<file path="src/rtl/tx_fifo_writer_side.sv">
// tx_fifo_writer_side: synchronous 9-bit FIFO from the RMAP reply builder
// (writer) to the SpaceWire link transmitter (reader).
// Ports: clk, rst (sync, active-high)
//   writer: writeEnable, dataIn[8:0], full
//   reader: readEnable, dataOut[8:0] (registered, 1-cycle latency), empty
//   status: usedWords[ADDR_W:0], overflowErr, underflowErr (sticky)
// Option: define TX_FIFO_PKT_GATE_EN to hold empty high until a complete
//   packet (EOP/EEP) is stored, or the FIFO is full.
module tx_fifo_writer_side #(
    parameter int ADDR_W = 4,
    parameter int DATA_W = 9
) (
    input  logic              clk,
    input  logic              rst,
    input  logic              writeEnable,
    input  logic [DATA_W-1:0] dataIn,
    output logic              full,
    input  logic              readEnable,
    output logic [DATA_W-1:0] dataOut,
    output logic              empty,
    output logic [ADDR_W:0]   usedWords,
    output logic              overflowErr,
    output logic              underflowErr
);

    localparam int DEPTH = 1 << ADDR_W;
    localparam logic [ADDR_W:0] DEPTH_V = (ADDR_W+1)'(DEPTH);
    localparam logic [ADDR_W:0] PTR_ONE = (ADDR_W+1)'(1);
    localparam logic [ADDR_W:0] PTR_ZERO = '0;

    logic [DATA_W-1:0] mem_q [DEPTH];

    logic [ADDR_W:0]   wrPtr_q, wrPtr_d;
    logic [ADDR_W:0]   rdPtr_q, rdPtr_d;
    logic [ADDR_W:0]   used_d;
    logic [DATA_W-1:0] dataOut_q, dataOut_d;
    logic              full_q, full_d;
    logic              empty_q, empty_d;
    logic              ovf_q, ovf_d;
    logic              unf_q, unf_d;
    logic              writeAcc, readAcc;
    logic [DATA_W-1:0] rdWord;

    assign rdWord = mem_q[rdPtr_q[ADDR_W-1:0]];

`ifdef TX_FIFO_PKT_GATE_EN
    logic [ADDR_W:0] pktCnt_q, pktCnt_d;
    logic            pktInc, pktDec;
`endif

    always_comb begin
        writeAcc  = writeEnable & ~full_q;
        readAcc   = readEnable & ~empty_q;
        wrPtr_d   = writeAcc ? wrPtr_q + PTR_ONE : wrPtr_q;
        rdPtr_d   = readAcc ? rdPtr_q + PTR_ONE : rdPtr_q;
        dataOut_d = readAcc ? rdWord : dataOut_q;
        ovf_d     = ovf_q | (writeEnable & full_q);
        unf_d     = unf_q | (readEnable & empty_q);
        // Extra pointer MSB makes full (diff == DEPTH) distinct from empty.
        used_d    = wrPtr_d - rdPtr_d;
        full_d    = (used_d == DEPTH_V);
`ifdef TX_FIFO_PKT_GATE_EN
        pktInc    = writeAcc & dataIn[DATA_W-1];
        pktDec    = readAcc & rdWord[DATA_W-1];
        pktCnt_d  = pktCnt_q;
        if (pktInc & ~pktDec) begin
            pktCnt_d = pktCnt_q + PTR_ONE;
        end else if (pktDec & ~pktInc) begin
            pktCnt_d = pktCnt_q - PTR_ONE;
        end
        // Hide partial packets, except when full with no terminator
        // stored: then the oversize packet must be allowed to drain.
        empty_d   = (used_d == PTR_ZERO) | ((pktCnt_d == PTR_ZERO) & ~full_d);
`else
        empty_d   = (used_d == PTR_ZERO);
`endif
    end

    always_ff @(posedge clk) begin
        if (writeAcc) begin
            mem_q[wrPtr_q[ADDR_W-1:0]] <= dataIn;
        end
    end

    always_ff @(posedge clk) begin
        if (rst) begin
            wrPtr_q   <= '0;
            rdPtr_q   <= '0;
            dataOut_q <= '0;
            full_q    <= 1'b0;
            empty_q   <= 1'b1;
            ovf_q     <= 1'b0;
            unf_q     <= 1'b0;
        end else begin
            wrPtr_q   <= wrPtr_d;
            rdPtr_q   <= rdPtr_d;
            dataOut_q <= dataOut_d;
            full_q    <= full_d;
            empty_q   <= empty_d;
            ovf_q     <= ovf_d;
            unf_q     <= unf_d;
        end
    end

`ifdef TX_FIFO_PKT_GATE_EN
    always_ff @(posedge clk) begin
        if (rst) begin
            pktCnt_q <= '0;
        end else begin
            pktCnt_q <= pktCnt_d;
        end
    end
`endif

    assign full         = full_q;
    assign empty        = empty_q;
    assign dataOut      = dataOut_q;
    assign usedWords    = wrPtr_q - rdPtr_q;
    assign overflowErr  = ovf_q;
    assign underflowErr = unf_q;

endmodule
</file>
<file path="config.mk">
export PLATFORM = sky130hd
export DESIGN_NAME = tx_fifo_writer_side
export DESIGN_NICKNAME = d
export VERILOG_FILES = /design/src/rtl/tx_fifo_writer_side.sv
export SDC_FILE = /design/constraint.sdc
export NUM_CORES = 1
export LEC_CHECK = 0
export CORE_MARGIN = 2
export CORE_UTILIZATION = 54
export DETAILED_ROUTE_END_ITERATION = 7
export GPL_ROUTABILITY_DRIVEN = 1
export PLACE_DENSITY = 0.81
export SYNTH_ARGS = -nofsm -noshare
export SYNTH_HDL_FRONTEND = slang
export SYNTH_SLANG_ARGS = --single-unit
</file>
<file path="constraint.sdc">
create_clock -name clk -period 7.4 [get_ports clk]
set_input_delay 1.11 -clock clk [delete_from_list [all_inputs] [get_ports clk]]
set_output_delay 1.11 -clock clk [all_outputs]
set_load 0.005 [all_outputs]
</file>
# Yosys cells after proc, flatten, opt, wreduce, memory -nomap -nowiden

Memory sizes are Yosys's and may differ from the RTL's. A register that Yosys moved wholly into a read port is not among the register bits.
Index checks and enable logic that the tools add are counted.

Register bits: 14
Bits in writable memories: 144
Input port bits: 13
Output and inout port bits: 18
Word-level logic and storage cells: 25
Memories: 1

Memories:

| memory | depth | bits a word | rd ports | clocked after memory_dff | write ports | line | text |
|---|---|---|---|---|---|---|---|
| mem_q  | 16    | 9           | 1        | 1                        | 1           | 31   | `logic [DATA_W-1:0] mem_q [DEPTH];` |

Add/subtract/negate cells: 4
Equal/unequal tests: 1
Multiplexer cells: 4
Bitwise logic cells: 8
Reduce and logical (&&, ||, !) cells: 1

Operators by type and width:

| kind                                        | number |
|---|---|
| adder 5 x 1 -> 5 bit, second input constant | 2 |
| 2-to-1 mux 5 bit                            | 2 |
| subtractor 5 bit                            | 2 |
| equality test 5 bit, second input constant  | 1 |
| zero test 5 bit                             | 1 |
| AND 1 bit                                   | 4 |
| 2-to-1 mux 1 bit                            | 2 |
| NOT 1 bit                                   | 2 |
| bitwise OR 1 bit                            | 2 |

# Depth between registers and ports, before layout

Gate-level depths: netlist of run 1.

Depth in word-level cells: 5
Depth in mapped cells: 11
Gate-level depth less buffers: 10

# Worst setup path before layout of run 1

OpenSTA, ideal clock, no wires.

Path type: in2reg
Start point: in writeEnable
End point: reg empty_q, in the netlist empty
Setup time: 0.122 ns
Arrival time: 3.099 ns
Required time: 7.278 ns
Slack: 4.179 ns
Stages: 11
Buffers on the path: 1
Path through: nor2b_1 -> clkbuf_1 -> nand2_1 -> nor3_1 -> xor2_1 -> ha_1 -> xor2_1 -> nor4_1 -> o211ai_1 -> o21ba_2 -> a311o_1

Word-level cells in the longest chain between the ends: 4

Ends and longest elaborated chain:

| item                   | line | text |
|---|---|---|
| start: declaration     | 15   | `input logic writeEnable,` |
| AND 1 bit              | 52   | `writeAcc = writeEnable & ~full_q;` |
| 2-to-1 mux 5 bit       | 54   | `wrPtr_d = writeAcc ? wrPtr_q + PTR_ONE : wrPtr_q;` |
| via wrPtr_d[3]         | 33   | `logic [ADDR_W:0] wrPtr_q, wrPtr_d;` |
| subtractor 5 bit       | 60   | `used_d = wrPtr_d - rdPtr_d;` |
| zero test 5 bit        | 75   | `empty_d = (used_d == PTR_ZERO);` |
| end signal: assignment | 99   | `empty_q <= empty_d;` |
| end: declaration       | 38   | `logic empty_q, empty_d;` |

The timed path passes the listed nets, and every way through them passes these cells.
A chain may end at the register's enable or synchronous reset.

# Worst setup path in the final report of run 1

Start point: reg rdPtr_q[1]
End point: out usedWords[3]

Word-level cells in the longest chain between the ends: 1

Ends and longest elaborated chain:

| item                     | line | text |
|---|---|---|
| start: declaration       | 34   | `logic [ADDR_W:0] rdPtr_q, rdPtr_d;` |
| start signal: assignment | 96   | `rdPtr_q <= rdPtr_d;` |
| subtractor 5 bit         | 118  | `assign usedWords = wrPtr_q - rdPtr_q;` |
| end: declaration         | 21   | `output logic [ADDR_W:0] usedWords,` |

Every way passes these cells.

==> metrics.cfg, run 1 <==
[logic_synthesis]
synth_area_sq_um = 6720
yosysUniqueCellTypes = 42
synth.top_cell.area_share_pct = 64.4
synth_area_leaders = edfxtp_1, mux4_2, dfxtp_1, ha_1, a22oi_1
yosysSeqAreaShare_pct = 71.2
yosysWarnings = 0
syn_area_per_cell_sq_um = 18.0
synth_top_area_cell = edfxtp_1
syn_nets = 401
ys_ff_latch = 167
syn-instance-count = 374

[placement]
place_congestion = 0.870
post-place-cells = 558
port-buffer-count = 30
hpwl_mm = 8.18
place_area_sq_um = 7180
place_ws_ns = 3.30

[finish]
final_cells = 590
nNetsFinal = 436
syn_to_final_growth_pct = 15.3
drive_gt1_share_pct = 18.7
fillers = 792
post-route-util_pct = 64.2
antenna_cells = 0
design_area_sq_um = 7750

[cts]
ctsResizeCount = 0
clockRootBuffer = clkbuf_16
hold_buffers = 0
cts.sinks = 167
cts_buffer_depth = 2
tritoncts = done
path_clk_slew_ns = 0.06
clk_latency_ns = 0.43
htreeDepth = 4
cts_buffers = 17
cts_setup_buffers = 0

[sta]
finalMaxSlewViolations = 0
fin_crit_ns = 4.02
setup_viol = 0
setup_slack_ns = 3.38
setup_tns_ns = 0
slew_headroom_pct = 26.5
fin_skew_ns = 0.00891
hold_viol = 0
worst_hold_slack_ns = 0.510
fin_crit_sh_pct = 54.3
grt_setup_unrepaired = false
tightestPinTransition_ns = 1.10
fmaxAchievable_mhz = 249

[detailed_routing]
routed_wl_mm = 13.4
ant_nets = 0
drtIter0Drc = 411
routed.top_layer = met4
via_count = 3520
first_pass_iters = 5
wl_per_cell_microns = 22.7
dr_wl_met2_mm = 6.77
routed_via_density = 5.97
drc_errors = 0
met1_length_mm = 5.36
wl_met3_microns = 948

[floorplanning]
rows = 40
dieHeight_microns = 116
start_util_pct = 55.7
ios = 31
dieArea_sq_um = 13400
core_sq_um = 12100
die_w_microns = 116

[worst_setup_path]
crit_end = usedWords[3]
worstSetupPathType = flip-flop to output pin
crit_fanout = 40
r2r_start = rdPtr_q[1]$_SDFF_PP0_
crit_path_start_kind = flip-flop
r2r_slack_ns = 4.08
worstPathRequired_ns = 6.29
startpoint = rdPtr_q[1]$_SDFF_PP0_
r2r-end = empty$_SDFF_PP1_
r2r_cells = 8
cp.arrival_ns = 2.91
end_kind = output pin

[power]
p_per_area_nw_per_um2 = 301
total_power_mw = 2.33
leakagePower_nw = 2.51
ir_worst_vdd_v = 0.000228

[global_routing]
gr-usage-all-layers_pct = 21.9
grt_pass1_wl_mm = 20.6
overflow = 0
antenna_found_initial = 0
grt_max_degree = 41
first_global_vias = 3626

[hold_path]
hp-class = flip-flop to flip-flop

[status]
status = complete, no violations

[run]
max-cap-violations = 0

layer usage:
layer,track usage (%),vias up
met2,35.2,152
met3,6.12,29
met1,29.4,1785
met4,7.55,0
li1,-,1554
met5,0,-
registers in the layout, indices dropped and copies added (netlist names):
register / flops
underflowErr: 1
full: 1
overflowErr: 1
empty: 1
mem_q: 144
wrPtr_q: 5
dataOut: 9
rdPtr_q: 5
worst min-delay path by stage:
stage | start | to | cells past startpoint
after floorplan | overflowErr$_SDFF_PP0_ | overflowErr$_SDFF_PP0_ | 2
after global placement | underflowErr$_SDFF_PP0_ | underflowErr$_SDFF_PP0_ | 2
after detailed placement | dataOut[7]$_SDFFE_PP0N_ | dataOut[7]$_SDFFE_PP0N_ | 2
after CTS | dataOut[7]$_SDFFE_PP0N_ | dataOut[7]$_SDFFE_PP0N_ | 2
after global routing | dataOut[1]$_SDFFE_PP0N_ | dataOut[1]$_SDFFE_PP0N_ | 2
final | dataOut[7]$_SDFFE_PP0N_ | dataOut[7]$_SDFFE_PP0N_ | 2
cells in the mapped netlist (all sizes together):
master and number:
clkbuf 6, nor3b 1, or3 1, buf 10, nand4 1, nand2b 1
o21ba 1, nor3 2, a21oi 24, a211oi 1, clkinv 1, dfxtp 23
o211a 1, xor2 2, nor2 21, nand4b 1, xnor2 9, a21o 2
and3b 1, o21ai 2, nor4 2, nand3b 1, a311o 1, edfxtp 144
fa 1, a22oi 18, and3 1, nor2b 5, o31a 1, a211o 1
inv 10, and2 19, o21a 2, and4bb 1, nand2 3, ha 13
o211ai 3, a2111oi 1, mux4 36
placed cells by master, fill, tap and decap left out, drive strengths merged, types with 2 or more instances in the layout:
master and instances:
nor3 2, mux4 36, clkbuf 18, buf 2, ha 13, xor2 2, a21o 2, a21oi 24
nand2 3, a22oi 18, clkdlybuf4s50 30, o21ai 2, xnor2 9, nor4 2, and2 19, dfxtp 23
inv 16, edfxtp 144, nor2 21, o21a 2, nor2b 5, clkinvlp 3, o211ai 3, clkinv 5
power breakdown:
group | total (mW) | switching [mW] | leakage (nW) | internal, mW
Combinational | 0.396 | 0.187 | 0.752 | 0.208
Clock | 0.840 | 0.370 | 0.270 | 0.471
Sequential | 1.10 | 0.0335 | 1.49 | 1.07
cell families after synthesis:
group           count (synthesis)  synth area share [%]
compound gates                 58                  5.77
xor+xnor                       11                  1.43
fa+ha+maj                      14                  2.72
buf+inv                        27                  1.64
flops                         167                  71.2
mux                            36                  12.1
simple gates                   61                  5.16
critical path: stages (launching register included):
cell and delay [ns]:
dfxtp_2 1.03, inv_1 0.16, ha_1 0.33, a21o_1 0.16
a21oi_1 0.17, xnor2_1 0.13, clkdlybuf4s50_1 0.51
final cells by class:
cell class / instances / area [sq um] / share of cell area [%]
Clock buffer: 18 / 429 / 5.54
Clock inverter: 14 / 139 / 1.79
Timing Repair Buffer: 32 / 315 / 4.07
Sequential cell: 167 / 4790 / 61.8
Multi-Input combinational cell: 180 / 1820 / 23.6
Tap cell: 168 / 210 / 2.71
Inverter: 11 / 41.3 / 0.533
Note: power is estimated with default switching activity, not from simulation.
==> run 2: changes to the inputs <==
==> constraint.sdc (replaced) <==
create_clock -name clk -period 4.15 [get_ports clk]
set_input_delay 0.6225 -clock clk [delete_from_list [all_inputs] [get_ports clk]]
set_output_delay 0.6225 -clock clk [all_outputs]
set_load 0.005 [all_outputs]
==> run 2 against run 1 <==
  * Sequential share of layout area down 0.44 points
  * Worst hold slack got worse by 0.040 ns
  * Core utilization increased by 0.46 points
  * Highest routed layer unchanged
  * Total power grew 83%
  * Final area grew 0.71%
  * Combinational power grew 78%
  * Clock-buffer cell count up 1
  * Setup slack worse by 2.6 ns
  * Die area is the same
  * Register-to-register slack got worse by 2.8 ns
==> metrics.cfg, run 2 (synthesized netlist as in run 1, its figures left out) <==
[status]
status = complete, no violations

[detailed_routing]
first_pass_iters = 4  ; -1
wl_per_cell_microns = 22.8  ; +0.65%
drtIter0Drc = 321  ; -22%
ant_nets = 0  ; unchanged
via_count = 3511  ; -0.26%
drc_errors = 0  ; unchanged
routed_wl_mm = 13.5  ; +1.2%
routed_via_density = 5.92  ; -0.76%

[sta]
setup_tns_ns = 0  ; unchanged
tightestPinTransition_ns = 1.10  ; -0.00212 ns
setup_viol = 0  ; unchanged
fin_skew_ns = 0.00800  ; -0.000904 ns
slew_headroom_pct = 26.6  ; +0.14 points
worst_hold_slack_ns = 0.470  ; -0.0396 ns
fin_crit_sh_pct = 80.2
fin_crit_ns = 3.33
fmaxAchievable_mhz = 300
finalMaxSlewViolations = 0  ; unchanged
hold_viol = 0  ; unchanged
grt_setup_unrepaired = false

[cts]
htreeDepth = 4  ; unchanged
cts_setup_buffers = 0  ; unchanged
clk_latency_ns = 0.42  ; about the same
hold_buffers = 0  ; unchanged
ctsResizeCount = 0  ; unchanged
cts.sinks = 167  ; unchanged
clockRootBuffer = clkbuf_16
path_clk_slew_ns = 0.06  ; about the same
cts_buffer_depth = 2  ; unchanged
tritoncts = done
cts_buffers = 17  ; unchanged

[worst_setup_path]
crit_end = usedWords[4]
end_kind = output pin
cp.arrival_ns = 2.71  ; -0.20 ns
slowest_stage = dfxtp_2
startpoint = rdPtr_q[0]$_SDFF_PP0_
r2r_slack_ns = 1.30  ; -2.78 ns
slowest_delay_ns = 0.71  ; -0.32 ns
r2r_cells = 8  ; unchanged
crit_path_start_kind = flip-flop
worstSetupPathType = flip-flop to output pin
r2r-end = empty$_SDFF_PP1_
r2r_start = rdPtr_q[0]$_SDFF_PP0_
crit_chain = ha_1 -> fa_1 -> inv_1 -> a21o_1 -> a21oi_1 -> xnor2_1 -> clkdlybuf4s50_1
crit_fanout = 17  ; -57%
worstPathRequired_ns = 3.53  ; -2.76 ns

[power]
p_per_area_nw_per_um2 = 548  ; +82%
ir_worst_vdd_v = 0.000330  ; +45%
leakagePower_nw = 2.53  ; +0.94%

[global_routing]
grt_max_degree = 38  ; -7.3%
gr-usage-all-layers_pct = 22.1  ; +0.13 points
antenna_found_initial = 0  ; unchanged
first_global_vias = 3720  ; +2.6%
grt_pass1_wl_mm = 20.8  ; +0.74%
overflow = 0  ; unchanged

[run]
max-cap-violations = 0  ; unchanged

[floorplanning]
dieHeight_microns = 116  ; unchanged
ios = 31  ; unchanged
die_w_microns = 116  ; unchanged
dieArea_sq_um = 13400  ; unchanged
start_util_pct = 55.7  ; unchanged
core_sq_um = 12100  ; unchanged
rows = 40  ; unchanged

[finish]
antenna_cells = 0  ; unchanged
largest_reg_flops = 144  ; unchanged
mostFrequentLayoutCell = edfxtp_1
drive_gt1_share_pct = 18.8  ; +0.10 points
regArea_sq_um = 4790  ; unchanged
design_area_sq_um = 7800  ; +0.71%
multi_input_area_sq_um = 1820  ; unchanged
layout_common_cells = edfxtp_1, mux4_2, clkdlybuf4s50_1
fillers = 794  ; +0.25%
nNetsFinal = 439  ; +0.69%
syn_to_final_growth_pct = 16.1

[hold_path]
hp-class = flip-flop to flip-flop

[placement]
port-buffer-count = 30  ; unchanged
hpwl_mm = 8.22  ; +0.42%
place_congestion = 0.836  ; -3.9%
place_area_sq_um = 7200  ; +0.31%

run 2: changes by cell type in the layout (fill, tap and decap cells not counted), sizes merged:
cell      before  now
bufinv         1    3
clkbuf        18   19
clkinv         5    2
inv           16   15
buf            2    5
clkinvlp       3    4
run 2: how the worst min path moves through the flow:
stage,from,endpoint,slack [ns],cells past startpoint
finish,underflowErr$_SDFF_PP0_,underflowErr$_SDFF_PP0_,0.47,2
global route,overflowErr$_SDFF_PP0_,overflowErr$_SDFF_PP0_,0.49,2
CTS,underflowErr$_SDFF_PP0_,underflowErr$_SDFF_PP0_,0.48,2
detailed placement,underflowErr$_SDFF_PP0_,underflowErr$_SDFF_PP0_,0.47,2
global placement,underflowErr$_SDFF_PP0_,underflowErr$_SDFF_PP0_,0.45,2
floorplan,overflowErr$_SDFF_PP0_,overflowErr$_SDFF_PP0_,0.46,2
run 2: through the flow:
| step | setup WS [ns] | utilization, % | total power [mW] | cells |
|---|---|---|---|---|
| after global placement | 0.848 | 59.7 | 2.68 | 561 |
| after detailed placement | 0.699 | 59.7 | 2.70 | 561 |
| after floorplan | 1.42 | - | 2.45 | 374 |
| after CTS | 0.764 | 64.7 | 4.29 | 593 |
| final | 0.821 | 64.7 | 4.27 | 593 |
| after global routing | 0.648 | 64.7 | 4.42 | 593 |
run 2: cell type report:
type | count | share of cell area [%]
inverters | 11 | 0.529
repair buffers | 35 | 4.33
multi-input cells | 180 | 23.4
clock buffers | 19 | 5.55
clock inverters | 13 | 2.15
flip-flops and latches | 167 | 61.4
well taps | 168 | 2.69
run 2: worst max-delay path: cells and delay by family, from the launching register on:
kind	cells	cell delay, ns
adders and majority gates	2	0.54
xor gates and xnor gates	1	0.14
AOI/OAI and AO/OA	2	0.34
buffers and inverters	2	0.56
DFF	1	0.71
run 2: power breakdown:
group / total (mW) / switching [mW] / internal (mW)
Clock: 1.60 / 0.646 / 0.954
Combinational: 0.704 / 0.326 / 0.378
Sequential: 1.97 / 0.0674 / 1.90
run 2: routing by layer:
layer / GRT usage, % / part of all wire, % / wire length (microns)
met5: 0 / 0 / 0
met2: 36.3 / 52 / 6990
met3: 5.70 / 7.3 / 986
met1: 29.1 / 39 / 5340
met4: 7.55 / 1.7 / 229
